$ cat src/rtl/power_sequencer.sv
// power_sequencer: orders five supply rails up (0..4) and down (4..0) through a stage timer.
// Define SEQ_PGOOD_CHECK_EN to add power-good supervision (fault code 2).
module power_sequencer #(
  parameter int unsigned WDOG_CYCLES = 64
) (
  input  logic       clk,
  input  logic       reset,
  input  logic       pwr_up_req,
  input  logic       pwr_dn_req,
  input  logic       clear_fault,
  input  logic [4:0] pgood,
  input  logic [4:0] tmr_done,
  output logic       tmr_ld,
  output logic [4:0] tmr_sel,
  output logic [4:0] rail_en,
  output logic       pwr_ok,
  output logic       fault,
  output logic [1:0] fault_code,
  output logic [2:0] stage
);

  typedef enum logic [2:0] {
    OFF, UP_START, UP_WAIT, ON, DN_START, DN_WAIT, FAULT
  } state_t;

  localparam logic [7:0] WDOG_LAST  = 8'(WDOG_CYCLES - 1);
  localparam logic [1:0] FC_NONE    = 2'd0;
  localparam logic [1:0] FC_TIMEOUT = 2'd1;
  localparam logic [1:0] FC_PGOOD   = 2'd2;
  localparam logic [1:0] FC_CODE    = 2'd3;

  state_t     state, state_n;
  logic [2:0] stage_n;
  logic [4:0] rail_en_n, tmr_sel_n, stage_code;
  logic       tmr_ld_n;
  logic [1:0] fault_code_n;
  logic [7:0] wdog, wdog_n;
  logic       done_hit, pgood_bad_up, pgood_bad_on;

  assign stage_code = 5'b00001 << stage;
  assign done_hit   = (tmr_done == tmr_sel);

`ifdef SEQ_PGOOD_CHECK_EN
  assign pgood_bad_up = ((pgood & stage_code) == '0);
  assign pgood_bad_on = !(&pgood);
`else
  logic unused_pgood;
  assign unused_pgood = ^pgood;
  assign pgood_bad_up = 1'b0;
  assign pgood_bad_on = 1'b0;
`endif

  always_comb begin
    state_n      = state;
    stage_n      = stage;
    rail_en_n    = rail_en;
    tmr_ld_n     = 1'b0;
    tmr_sel_n    = tmr_sel;
    fault_code_n = fault_code;
    wdog_n       = wdog;
    case (state)
      OFF:
        if (pwr_up_req && !pwr_dn_req) begin
          state_n = UP_START;
          stage_n = '0;
        end
      UP_START: begin
        rail_en_n = rail_en | stage_code;
        tmr_ld_n  = 1'b1;
        tmr_sel_n = stage_code;
        wdog_n    = '0;
        state_n   = UP_WAIT;
      end
      UP_WAIT, DN_WAIT:
        // tmr_sel is nonzero while waiting, so done_hit implies a real pulse
        if (done_hit) begin
          if (state == UP_WAIT) begin
            if (pgood_bad_up) begin
              state_n      = FAULT;
              fault_code_n = FC_PGOOD;
            end else if (pwr_dn_req) begin
              state_n = DN_START;
            end else if (stage == 3'd4) begin
              state_n   = ON;
              tmr_sel_n = '0;
            end else begin
              stage_n = stage + 3'd1;
              state_n = UP_START;
            end
          end else if (stage == '0) begin
            state_n   = OFF;
            tmr_sel_n = '0;
          end else begin
            stage_n = stage - 3'd1;
            state_n = DN_START;
          end
        end else if (tmr_done != '0) begin
          state_n      = FAULT;
          fault_code_n = FC_CODE;
        end else if (wdog == WDOG_LAST) begin
          state_n      = FAULT;
          fault_code_n = FC_TIMEOUT;
        end else begin
          wdog_n = wdog + 8'd1;
        end
      ON:
        if (pgood_bad_on) begin
          state_n      = FAULT;
          fault_code_n = FC_PGOOD;
        end else if (pwr_dn_req) begin
          state_n = DN_START;
          stage_n = 3'd4;
        end
      DN_START: begin
        rail_en_n = rail_en & ~stage_code;
        tmr_ld_n  = 1'b1;
        tmr_sel_n = stage_code;
        wdog_n    = '0;
        state_n   = DN_WAIT;
      end
      FAULT:
        if (clear_fault && !pwr_up_req) begin
          state_n      = OFF;
          fault_code_n = FC_NONE;
          stage_n      = '0;
        end
      default: state_n = OFF;
    endcase
    if (state_n == FAULT) begin
      rail_en_n = '0;
      tmr_sel_n = '0;
      tmr_ld_n  = 1'b0;
    end
  end

  always_ff @(posedge clk or posedge reset) begin
    if (reset) begin
      state      <= OFF;
      stage      <= '0;
      rail_en    <= '0;
      tmr_ld     <= 1'b0;
      tmr_sel    <= '0;
      pwr_ok     <= 1'b0;
      fault      <= 1'b0;
      fault_code <= FC_NONE;
      wdog       <= '0;
    end else begin
      state      <= state_n;
      stage      <= stage_n;
      rail_en    <= rail_en_n;
      tmr_ld     <= tmr_ld_n;
      tmr_sel    <= tmr_sel_n;
      pwr_ok     <= (state_n == ON);
      fault      <= (state_n == FAULT);
      fault_code <= fault_code_n;
      wdog       <= wdog_n;
    end
  end

endmodule

$ cat config.mk
export PLATFORM = sky130hd
export DESIGN_NAME = power_sequencer
export DESIGN_NICKNAME = d
export VERILOG_FILES = /design/src/rtl/power_sequencer.sv
export SDC_FILE = /design/constraint.sdc
export NUM_CORES = 1
export LEC_CHECK = 0
export CAP_MARGIN = 20
export CORE_ASPECT_RATIO = 0.7
export CORE_MARGIN = 8
export CORE_UTILIZATION = 55
export DETAILED_ROUTE_END_ITERATION = 7
export PLACE_DENSITY = 0.82
export SYNTH_ARGS = -nofsm -noshare
export SYNTH_HDL_FRONTEND = slang
export SYNTH_SLANG_ARGS = --single-unit
$ cat constraint.sdc
create_clock -name clk -period 5.3 [get_ports clk]
set_input_delay 1.325 -clock clk [delete_from_list [all_inputs] [get_ports clk]]
set_output_delay 1.325 -clock clk [all_outputs]
set_load 0.01 [all_outputs]
* Word level (Yosys, flattened, before mapping)
Cells that the tools add are included.
Storage, ports and cells: register bits after elaboration 29, input bits 15, output and inout port bits 18, word-level logic and storage cells 100
Operators by class: add/sub/neg operators 3, eq/ne operators 26, shift operators 1, muxes and demuxes 40, bitwise gates (word level) 3, reduce and logical (&&, ||, !) cells 18
Operator list (count):
- 3-bit two-way mux | 17
- 5-bit two-way mux | 7
- 8-bit two-way mux | 3
- 5-bit one-hot mux with 2 select lines | 2
- 3-bit one-hot mux with 6 select lines | 1
- 8-bit one-hot mux with 2 select lines | 1
- 3-bit == test, second input constant | 5
- 3-bit inequality test, second input constant | 5
- 2-bit inequality test, second input constant | 7
- 4-bit inequality test, second input constant | 3
- 3-bit one-hot mux with 4 select lines | 1
- 2-bit two-way mux | 5
- 3-bit by 2-bit == test with 1-bit output, second input constant | 3
- 8-bit by 1-bit adder with 8-bit output, second input constant | 1
- 8-bit by 6-bit == test with 1-bit output, second input constant | 1
- 4-bit AND reduction | 2
- 8-bit AND reduction | 1
- 3-bit zero test | 2
- 3-bit nonzero test | 2
- 5-bit bitwise AND | 1
- 5-bit == test | 1
- 5-bit NOT | 1
- 5-bit OR | 1
- 5-bit AND reduction | 1
- other kinds (12) | 17

* Longest topological paths before layout
Gate-level depths: netlist (run 1).
word-level depth 9, mapped depth 8, depth with buffers taken out 7

* Worst setup path before layout (run 1)
Ideal clock, no wire load.
path kind input-to-reg, from input port tmr_done[3], to register rail_en[0], library setup time 120 ps, arrival 2913 ps, required time 5180 ps, slack 2267 ps, cell stages on the path 7, buffers on the path 1, cell sequence xnor2_1 > nand3_1 > or4_1 > o211a_1 > or3_1 > buf_6 > a31o_1
Between the ends: longest elaborated chain between the ends 6, elaborated cells between the ends (all ways) 8, classes of those cells 2 x eq/ne; 4 x mux; 2 x reduce/logical
RTL lines:
- start, declared | RTL line 12 | input logic [4:0] tmr_done,
- 5-bit nonzero test | RTL line 97 | end else if (tmr_done != '0) begin
- 3-bit two-way mux | RTL line 97
- 3-bit two-way mux * | RTL line 76 | if (done_hit) begin
- 3-bit one-hot mux with 6 select lines * | RTL line 61 | case (state)
- 3-bit == test * | RTL line 129 | if (state_n == FAULT) begin
- 3-bit nonzero test (no source line) / 5-bit two-way mux (equally long branches)
- end signal, assigned | RTL line 150 | rail_en <= rail_en_n;
- end, declared | RTL line 15 | output logic [4:0] rail_en,
Every way passes the cells marked *; elsewhere a longest branch is shown, timed or not. A chain may end at the register's enable or synchronous reset.

* Final worst setup path (run 1)
from input port tmr_done[2], to register rail_en[2]
Same word-level chain as after synthesis.

==> results of run 1 <==
-- through the flow --
stage                     setup WS, ns  instance area, um2  cells
after detailed placement          1.52                1960    244
after global placement            1.54                1960    244
after CTS                         1.82                2070    252
after global routing              1.68                2090    253
after floorplan                   2.27                1680    187
final                             1.78                2090    253
-- registers in the layout, summed over array words and instances, names as in the netlist --
signal      count
fault           1
fault_code      2
pwr_ok          1
rail_en         5
stage           3
state           3
tmr_ld          1
tmr_sel         5
wdog            8
-- per-layer routing --
layer  vias up  track usage, %  part of all wire [%]
li1        724               -                     -
met1       740            22.1                    43
met2        70            25.7                    46
met3        16            6.03                   8.0
met4         0            8.08                   2.5
met5         -               0                     0
-- logic make-up (layout without fill, tap and decap cells) --
logic type / Yosys count / in the layout
AND/OR/NAND/NOR: 79 / 79
XOR/XNOR: 10 / 10
multiplexers: 3 / 3
buffers and inverters: 16 / 46
flip-flops: 29 / 29
AO/OA/AOI/OAI: 48 / 48
adder cells (fa/ha/maj): 2 / 2
-- where the power goes --
part | internal [uW] | switching [uW] | total [uW]
registers | 287 | 83.1 | 370
clock network | 117 | 87.9 | 205
logic | 247 | 302 | 549
total | 651 | 473 | 1120
-- path summary, 6_finish.rpt --
kind	from	endpoint	cells past startpoint
max	tmr_done[2]	rail_en[2]	7
min	fault_code[0]	fault_code[0]	2
max reg2reg	state[1]	rail_en[2]	7
min reg2reg	fault_code[0]	fault_code[0]	2
max in group asynchronous	reset	tmr_sel[3]	3
min in group asynchronous	reset	wdog[4]	2
-- area by class of cell --
| type | instances | share of cell area, % |
|---|---|---|
| Inverter | 10 | 1.79 |
| Sequential cell | 29 | 34.7 |
| Timing Repair Buffer | 28 | 14.2 |
| Multi-Input combinational cell | 142 | 42.3 |
| Tap cell | 36 | 2.15 |
| Clock inverter | 1 | 0.239 |
| Clock buffer | 7 | 4.60 |
-- synth_stat cells, types with 2 or more instances --
library cell,n,area share [%]
sky130_fd_sc_hd__a21oi_1,10,3.0
sky130_fd_sc_hd__nand3_1,13,3.9
sky130_fd_sc_hd__or3_1,4,1.5
sky130_fd_sc_hd__xor2_1,4,2.1
sky130_fd_sc_hd__mux2i_1,2,1.2
sky130_fd_sc_hd__and3_1,2,0.74
sky130_fd_sc_hd__a31o_2,2,1.0
sky130_fd_sc_hd__o21ai_0,14,4.2
sky130_fd_sc_hd__nor2b_1,3,1.1
sky130_fd_sc_hd__dfrtp_1,29,43
sky130_fd_sc_hd__nor3_1,2,0.60
sky130_fd_sc_hd__nor2_1,26,5.8
sky130_fd_sc_hd__a31oi_1,3,1.1
sky130_fd_sc_hd__or4_1,3,1.3
sky130_fd_sc_hd__xnor2_1,6,3.1
sky130_fd_sc_hd__nand2_1,14,3.1
sky130_fd_sc_hd__clkbuf_1,3,0.67
sky130_fd_sc_hd__buf_2,2,0.60
sky130_fd_sc_hd__inv_1,9,2.0
sky130_fd_sc_hd__nand2b_1,3,1.1
sky130_fd_sc_hd__a31o_1,9,4.7
sky130_fd_sc_hd__and2_1,3,1.1
-- layout by cell type (no fill, tap or decap), types with 3 or more instances in the layout --
cell,instances
sky130_fd_sc_hd__or4_1,3
sky130_fd_sc_hd__nor2_1,26
sky130_fd_sc_hd__clkbuf_8,7
sky130_fd_sc_hd__a31oi_1,3
sky130_fd_sc_hd__xor2_1,4
sky130_fd_sc_hd__inv_1,9
sky130_fd_sc_hd__nand3_1,13
sky130_fd_sc_hd__and2_1,3
sky130_fd_sc_hd__nand2_1,14
sky130_fd_sc_hd__nand2b_1,3
sky130_fd_sc_hd__xnor2_1,6
sky130_fd_sc_hd__o21ai_0,14
sky130_fd_sc_hd__or3_1,4
sky130_fd_sc_hd__clkdlybuf4s50_1,27
sky130_fd_sc_hd__nor2b_1,3
sky130_fd_sc_hd__dfrtp_1,29
sky130_fd_sc_hd__a31o_1,9
sky130_fd_sc_hd__a21oi_1,10
-- worst reg2reg max path, delay by kind of cell (launching register included) --
kind / cells / cell delay [ns]
flops: 1 / 0.58
compound gates: 3 / 0.77
buf+inv: 1 / 0.16
simple gates: 3 / 1.11
==> parameters.txt, run 1 <==
Parameter                              Value

Synth
  Mapped Area ... 1680 um2
  Number of flops mapped to enable cells by yosys ... 0
  Mean Syn Cell Area ... 8.99 um2
  Post-Synthesis Cells ... 187
  Share of cell area taken by muxes after synthesis ... 1.86%
  Net count after synthesis ... 204
  Post-synth ARST share ... 100%
  Xor and xnor fraction of the mapped netlist area ... 5.21%
  Most frequently used flop master after synthesis ... sky130_fd_sc_hd__dfrtp_1
  Arithmetic-cell share of the synthesized area counting full adders, half adders and majority gates ... 1.93%
  Simple-gate portion of the synthesized area ... 23.3%
  Dominant combinational cell family by area after synthesis ... simple AND/OR/NAND/NOR gates
  Seq/Total Area, Yosys ... 43.2%
  Share of the synthesized area in compound gates (AO/OA/AOI/OAI) ... 20.4%
  Number of warnings reported in the yosys synthesis log ... 0
  Number of distinct library cells after synthesis ... 43
  Seq cells post-synth ... 29

Routing
  Avg Vias per Cell ... 6.13
  Antenna violation net count after detailed routing ... 0
  Remaining DRCs ... 0
  Final wirelength ... 4.24 mm
  Drt pass-1 iters ... 6
  Vias after detailed routing ... 1,550
  Violation count after the first detailed-route iteration ... 88
  Detailed-route wire length per cell ... 16.8 um

Setup path
  CP Data Arrival Time ... 3.70 ns
  Max FO, Critical Path ... 11
  Worst EP required ... 5.49 ns
  Path type of the worst setup path ... primary input to flip-flop
  Crit path capture type ... flip-flop
  Worst Path Buf+Inv ... 1
  Element type at the critical path start ... primary input
  Worst-path cell chain ... clkdlybuf4s50_1 > xnor2_1 > nand3_1 > or4_1 > o211a_1 > or3_1 > a31o_2
  Largest stage delay on the critical path ... 0.54 ns
  Register-to-register setup slack ... 2.57 ns
  Cell class contributing the biggest share of worst-path delay ... simple AND/OR/NAND/NOR gates
  Highest-delay cell along the critical path ... sky130_fd_sc_hd__or4_1

Die
  Count of boundary I/O pins ... 33
  Std cell rows ... 16
  Core area ... 2860 um2
  Die H ... 62.3 um
  Initial standard-cell utilization of the core ... 58.7%
  Total Die Area ... 5110 um2
  Die outline width ... 82.1 um

Clock tree
  Htree depth ... 2
  Insertion delay of the later-clocked pin in the worst-skew pair ... 0.29 ns
  Clock input transition at the sequential cells of the worst setup and hold paths ... 0.07 ns
  Root buffer cell ... sky130_fd_sc_hd__clkbuf_8
  CTS tree ... yes
  Clock buffers created by TritonCTS ... 5
  Maximum clock insertion buffer count ... 2
  Number of instances resized during post-cts repair ... 0
  Number of clock sinks ... 29
  Number of buffers inserted for hold repair after clock tree synthesis ... 0
  Number of post-CTS setup repair buffers ... 0

STA
  Part of the cycle the worst path needs ... 66.3%
  Skew final ... 0.00639 ns
  Fin Hold WS ... 0.494 ns
  Measured slew at the worst slew-check pin ... 0.608 ns
  Total negative setup slack ... 0 ns
  Fmax ... 284 MHz
  Unrepaired setup endpoints after global routing ... no
  Post-layout minimum cycle time ... 3.52 ns
  Setup violations, final ... 0
  Max_slew headroom ... 59.0%
  Final hold viol count ... 0
  Fin. max-slew vios ... 0

Global routing
  Via count of the first global-routing pass ... 1,453
  Remaining global-route overflow ... 0
  Wire length of the first global-routing pass ... 7.02 mm
  Global Route Usage Sum ... 17.4%
  Pin count of the biggest net entering global routing ... 30
  Number of antenna violations at the first check in global routing ... 0

Pwr
  Leakage power total ... 0.000903 uW
  PnR Total Power ... 1120 uW
  Worst-case vdd ir drop ... 0.307 mV
  Areal power density over the cells ... 537 nW/um2

Finish
  Synthesis-to-finish area growth ... 24.5%
  Sequential standard cell area ... 726 um2
  Post-layout net count ... 233
  Antenna diode count ... 0
  Layout cells sized above 1 ... 8.29%
  Multi-input gate area in the final layout ... 886 um2
  Final core utilization ... 73.1%
  Filler instances ... 206

Run status
  Status ... finished clean

Worst hold path
  Class of the tightest hold or removal check ... flip-flop to flip-flop

Placed design
  Placer Congestion ... 0.884
  Detailed placer's ending HPWL ... 3.15 mm
  Total of buffers placed on input and output ports ... 27

Job
  Max-cap violation count ... 0
Power figures use the tool's default switching activity.
==> inputs of run 2 (changes only) <==
Settings changed: CORE_UTILIZATION 55 to 46, PLACE_DENSITY 0.82 to 0.73.
Clock period 5.3 ns to 2.9 ns, I/O delays scaled along.
==> run 2 against run 1 <==
  * Hold slack gained 0.028 ns
  * Core utilization shrank 11 points
  * Clock skew shrank 0.0030 ns
  * Critical path depth is the same
  * Clock power grew 54%
  * Setup slack lost 1.6 ns
  * Flip-flop and latch count is the same
  * Final cell count grew 11%
  * Combinational power grew 110%
  * Sequential power grew 74%
==> parameters.txt, run 2 (synthesized netlist as in run 1, its figures left out) <==
Parameter                              Value

Run status
  Status ... finished clean

Worst hold path
  WHS Endpoint ... rail_en[1]
  Class of the tightest hold or removal check ... flip-flop to flip-flop
  Hold path startpoint ... rail_en[1]
  Cell count of the worst hold path ... 1 (-1)

Routing
  Antenna violation net count after detailed routing ... 0 (unchanged)
  Remaining DRCs ... 0 (unchanged)
  Drt pass-1 iters ... 4 (-2)
  Avg Vias per Cell ... 5.64 (-8.0%)
  Detailed-route wire length per cell ... 15.3 um (-8.6%)
  Final wirelength ... 4.29 mm (+1.2%)
  Vias after detailed routing ... 1,579 (+1.9%)
  Violation count after the first detailed-route iteration ... 77 (-13%)

Die
  Die H ... 66.6 um (+6.9%)
  Count of boundary I/O pins ... 33 (unchanged)
  Total Die Area ... 5880 um2 (+15%)
  Die outline width ... 88.3 um (+7.5%)
  Std cell rows ... 18 (+2)
  Core area ... 3510 um2 (+23%)
  Initial standard-cell utilization of the core ... 47.9% (-11 points)

Pwr
  PnR Total Power ... 2100 uW (+86%)
  Worst-case vdd ir drop ... 0.641 mV (+110%)
  Leakage power total ... 0.000945 uW (+4.7%)
  Areal power density over the cells ... 965 nW/um2 (+80%)

Clock tree
  CTS tree ... yes
  Insertion delay of the later-clocked pin in the worst-skew pair ... 0.28 ns (about the same)
  Maximum clock insertion buffer count ... 2 (unchanged)
  Clock input transition at the sequential cells of the worst setup and hold paths ... 0.06 ns (about the same)
  Clock buffers created by TritonCTS ... 5 (unchanged)
  Number of instances resized during post-cts repair ... 0 (unchanged)
  Htree depth ... 2 (unchanged)
  Root buffer cell ... sky130_fd_sc_hd__clkbuf_8
  Number of clock sinks ... 29 (unchanged)
  Number of buffers inserted for hold repair after clock tree synthesis ... 0 (unchanged)
  Number of post-CTS setup repair buffers ... 0 (unchanged)

STA
  Unrepaired setup endpoints after global routing ... no
  Part of the cycle the worst path needs ... 94.2%
  Setup violations, final ... 0 (unchanged)
  Post-layout minimum cycle time ... 2.73 ns
  Fin Hold WS ... 0.521 ns (+0.0275 ns)
  Fmax ... 366 MHz
  Measured slew at the worst slew-check pin ... 0.610 ns (+0.00176 ns)
  Max_slew headroom ... 58.9% (-0.12 points)
  Final hold viol count ... 0 (unchanged)
  Total negative setup slack ... 0 ns (unchanged)
  Skew final ... 0.00339 ns (-0.00301 ns)
  Fin. max-slew vios ... 0 (unchanged)

Setup path
  Crit path capture type ... flip-flop
  Max FO, Critical Path ... 11 (unchanged)
  Length in cells of the worst reg-to-reg path ... 7 (unchanged)
  Terminus of the critical flop-to-flop path ... rail_en[2]
  Worst R2R Start ... state[0]
  Worst EP required ... 3.07 ns (-2.42 ns)
  Element type at the critical path start ... primary input
  Register-to-register setup slack ... 0.39 ns (-2.18 ns)
  CP Data Arrival Time ... 2.90 ns (-0.80 ns)
  Path type of the worst setup path ... primary input to flip-flop

Global routing
  Pin count of the biggest net entering global routing ... 30 (unchanged)
  Number of antenna violations at the first check in global routing ... 0 (unchanged)
  Global Route Usage Sum ... 16.4% (-1.0 points)
  Via count of the first global-routing pass ... 1,614 (+11%)
  Remaining global-route overflow ... 0 (unchanged)
  Wire length of the first global-routing pass ... 7.51 mm (+6.9%)

Finish
  Antenna diode count ... 0 (unchanged)
  Filler instances ... 316 (+53%)
  Register ranked first by flip-flop count ... wdog
  Commonest cells after routing, fill and taps aside ... 29 x sky130_fd_sc_hd__dfrtp_1, 27 x sky130_fd_sc_hd__clkdlybuf4s50_1, 26 x sky130_fd_sc_hd__nor2_1
  Largest registers in the final layout ... wdog (8), rail_en (5), tmr_sel (5)
  Post-Layout Cell Count ... 280 (+11%)
  Final instance area ... 2170 um2 (+3.8%)
  Flip-flop count of the largest register, all copies and words added ... 8 (unchanged)
  Commonest non-fill, non-tap cell in the layout ... sky130_fd_sc_hd__dfrtp_1
  Post-layout net count ... 246 (+5.6%)
  Synthesis-to-finish area growth ... 29.2%
  Layout cells sized above 1 ... 12.6% (+4.3 points)

Placed design
  Detailed placer's ending HPWL ... 3.22 mm (+2.2%)
  Total of buffers placed on input and output ports ... 27 (unchanged)
  Cell total after placement ... 272 (+11%)
  Placer Congestion ... 0.869 (-1.6%)
  Placed Instance Area ... 2090 um2 (+6.2%)

Job
  Max-cap violation count ... 0 (unchanged)
run 2: layer usage:
layer  vias to the layer above  routed length (um)  track usage, %
met3                        11                 276            5.53
met1                       770                1840            19.5
li1                        750                   -               -
met5                         -                   0               0
met2                        48                2120            26.7
met4                         0                  62            6.50
run 2: cell type report:
cell class | count | area (um2) | share of cell area, %
Multi-Input combinational cell | 142 | 891 | 41.0
Sequential cell | 29 | 726 | 33.4
Timing Repair Buffer | 41 | 375 | 17.3
Clock buffer | 8 | 80.1 | 3.69
Tap cell | 50 | 62.6 | 2.88
Inverter | 10 | 37.5 | 1.73
run 2: worst max path at each step:
| stage | start | endpoint | slack, ns | cells after the start |
|---|---|---|---|---|
| after detailed placement | tmr_done[2] | rail_en[2] | -0.24 | 7 |
| final | tmr_done[2] | rail_en[2] | 0.17 | 7 |
| after global placement | tmr_done[3] | rail_en[2] | -0.19 | 7 |
| after floorplan | tmr_done[3] | rail_en[3] | 0.47 | 7 |
| after global routing | tmr_done[3] | rail_en[2] | 0.08 | 7 |
| after CTS | tmr_done[2] | rail_en[2] | 0.05 | 7 |
run 2: power breakdown:
group	switching [uW]	internal (uW)	leakage, uW	total [uW]
sequential	117	525	0.000385	642
combinational	605	534	0.000521	1140
clock	145	170	0.0000395	315
run 2: stage by stage:
| stage | util [%] | setup slack [ns] |
|---|---|---|
| floorplan | - | 0.467 |
| global route | 61.8 | 0.0814 |
| global placement | 59.4 | -0.188 |
| CTS | 61.7 | 0.0526 |
| detailed placement | 59.4 | -0.240 |
| finish | 61.8 | 0.167 |
run 2: worst max-delay path: stages:
cell and delay [ns]:
sky130_fd_sc_hd__clkdlybuf4s50_1 0.50, sky130_fd_sc_hd__xnor2_1 0.14, sky130_fd_sc_hd__nand3_1 0.14, sky130_fd_sc_hd__or4_1 0.53
sky130_fd_sc_hd__o211a_1 0.16, sky130_fd_sc_hd__or3_4 0.45, sky130_fd_sc_hd__a31o_2 0.25
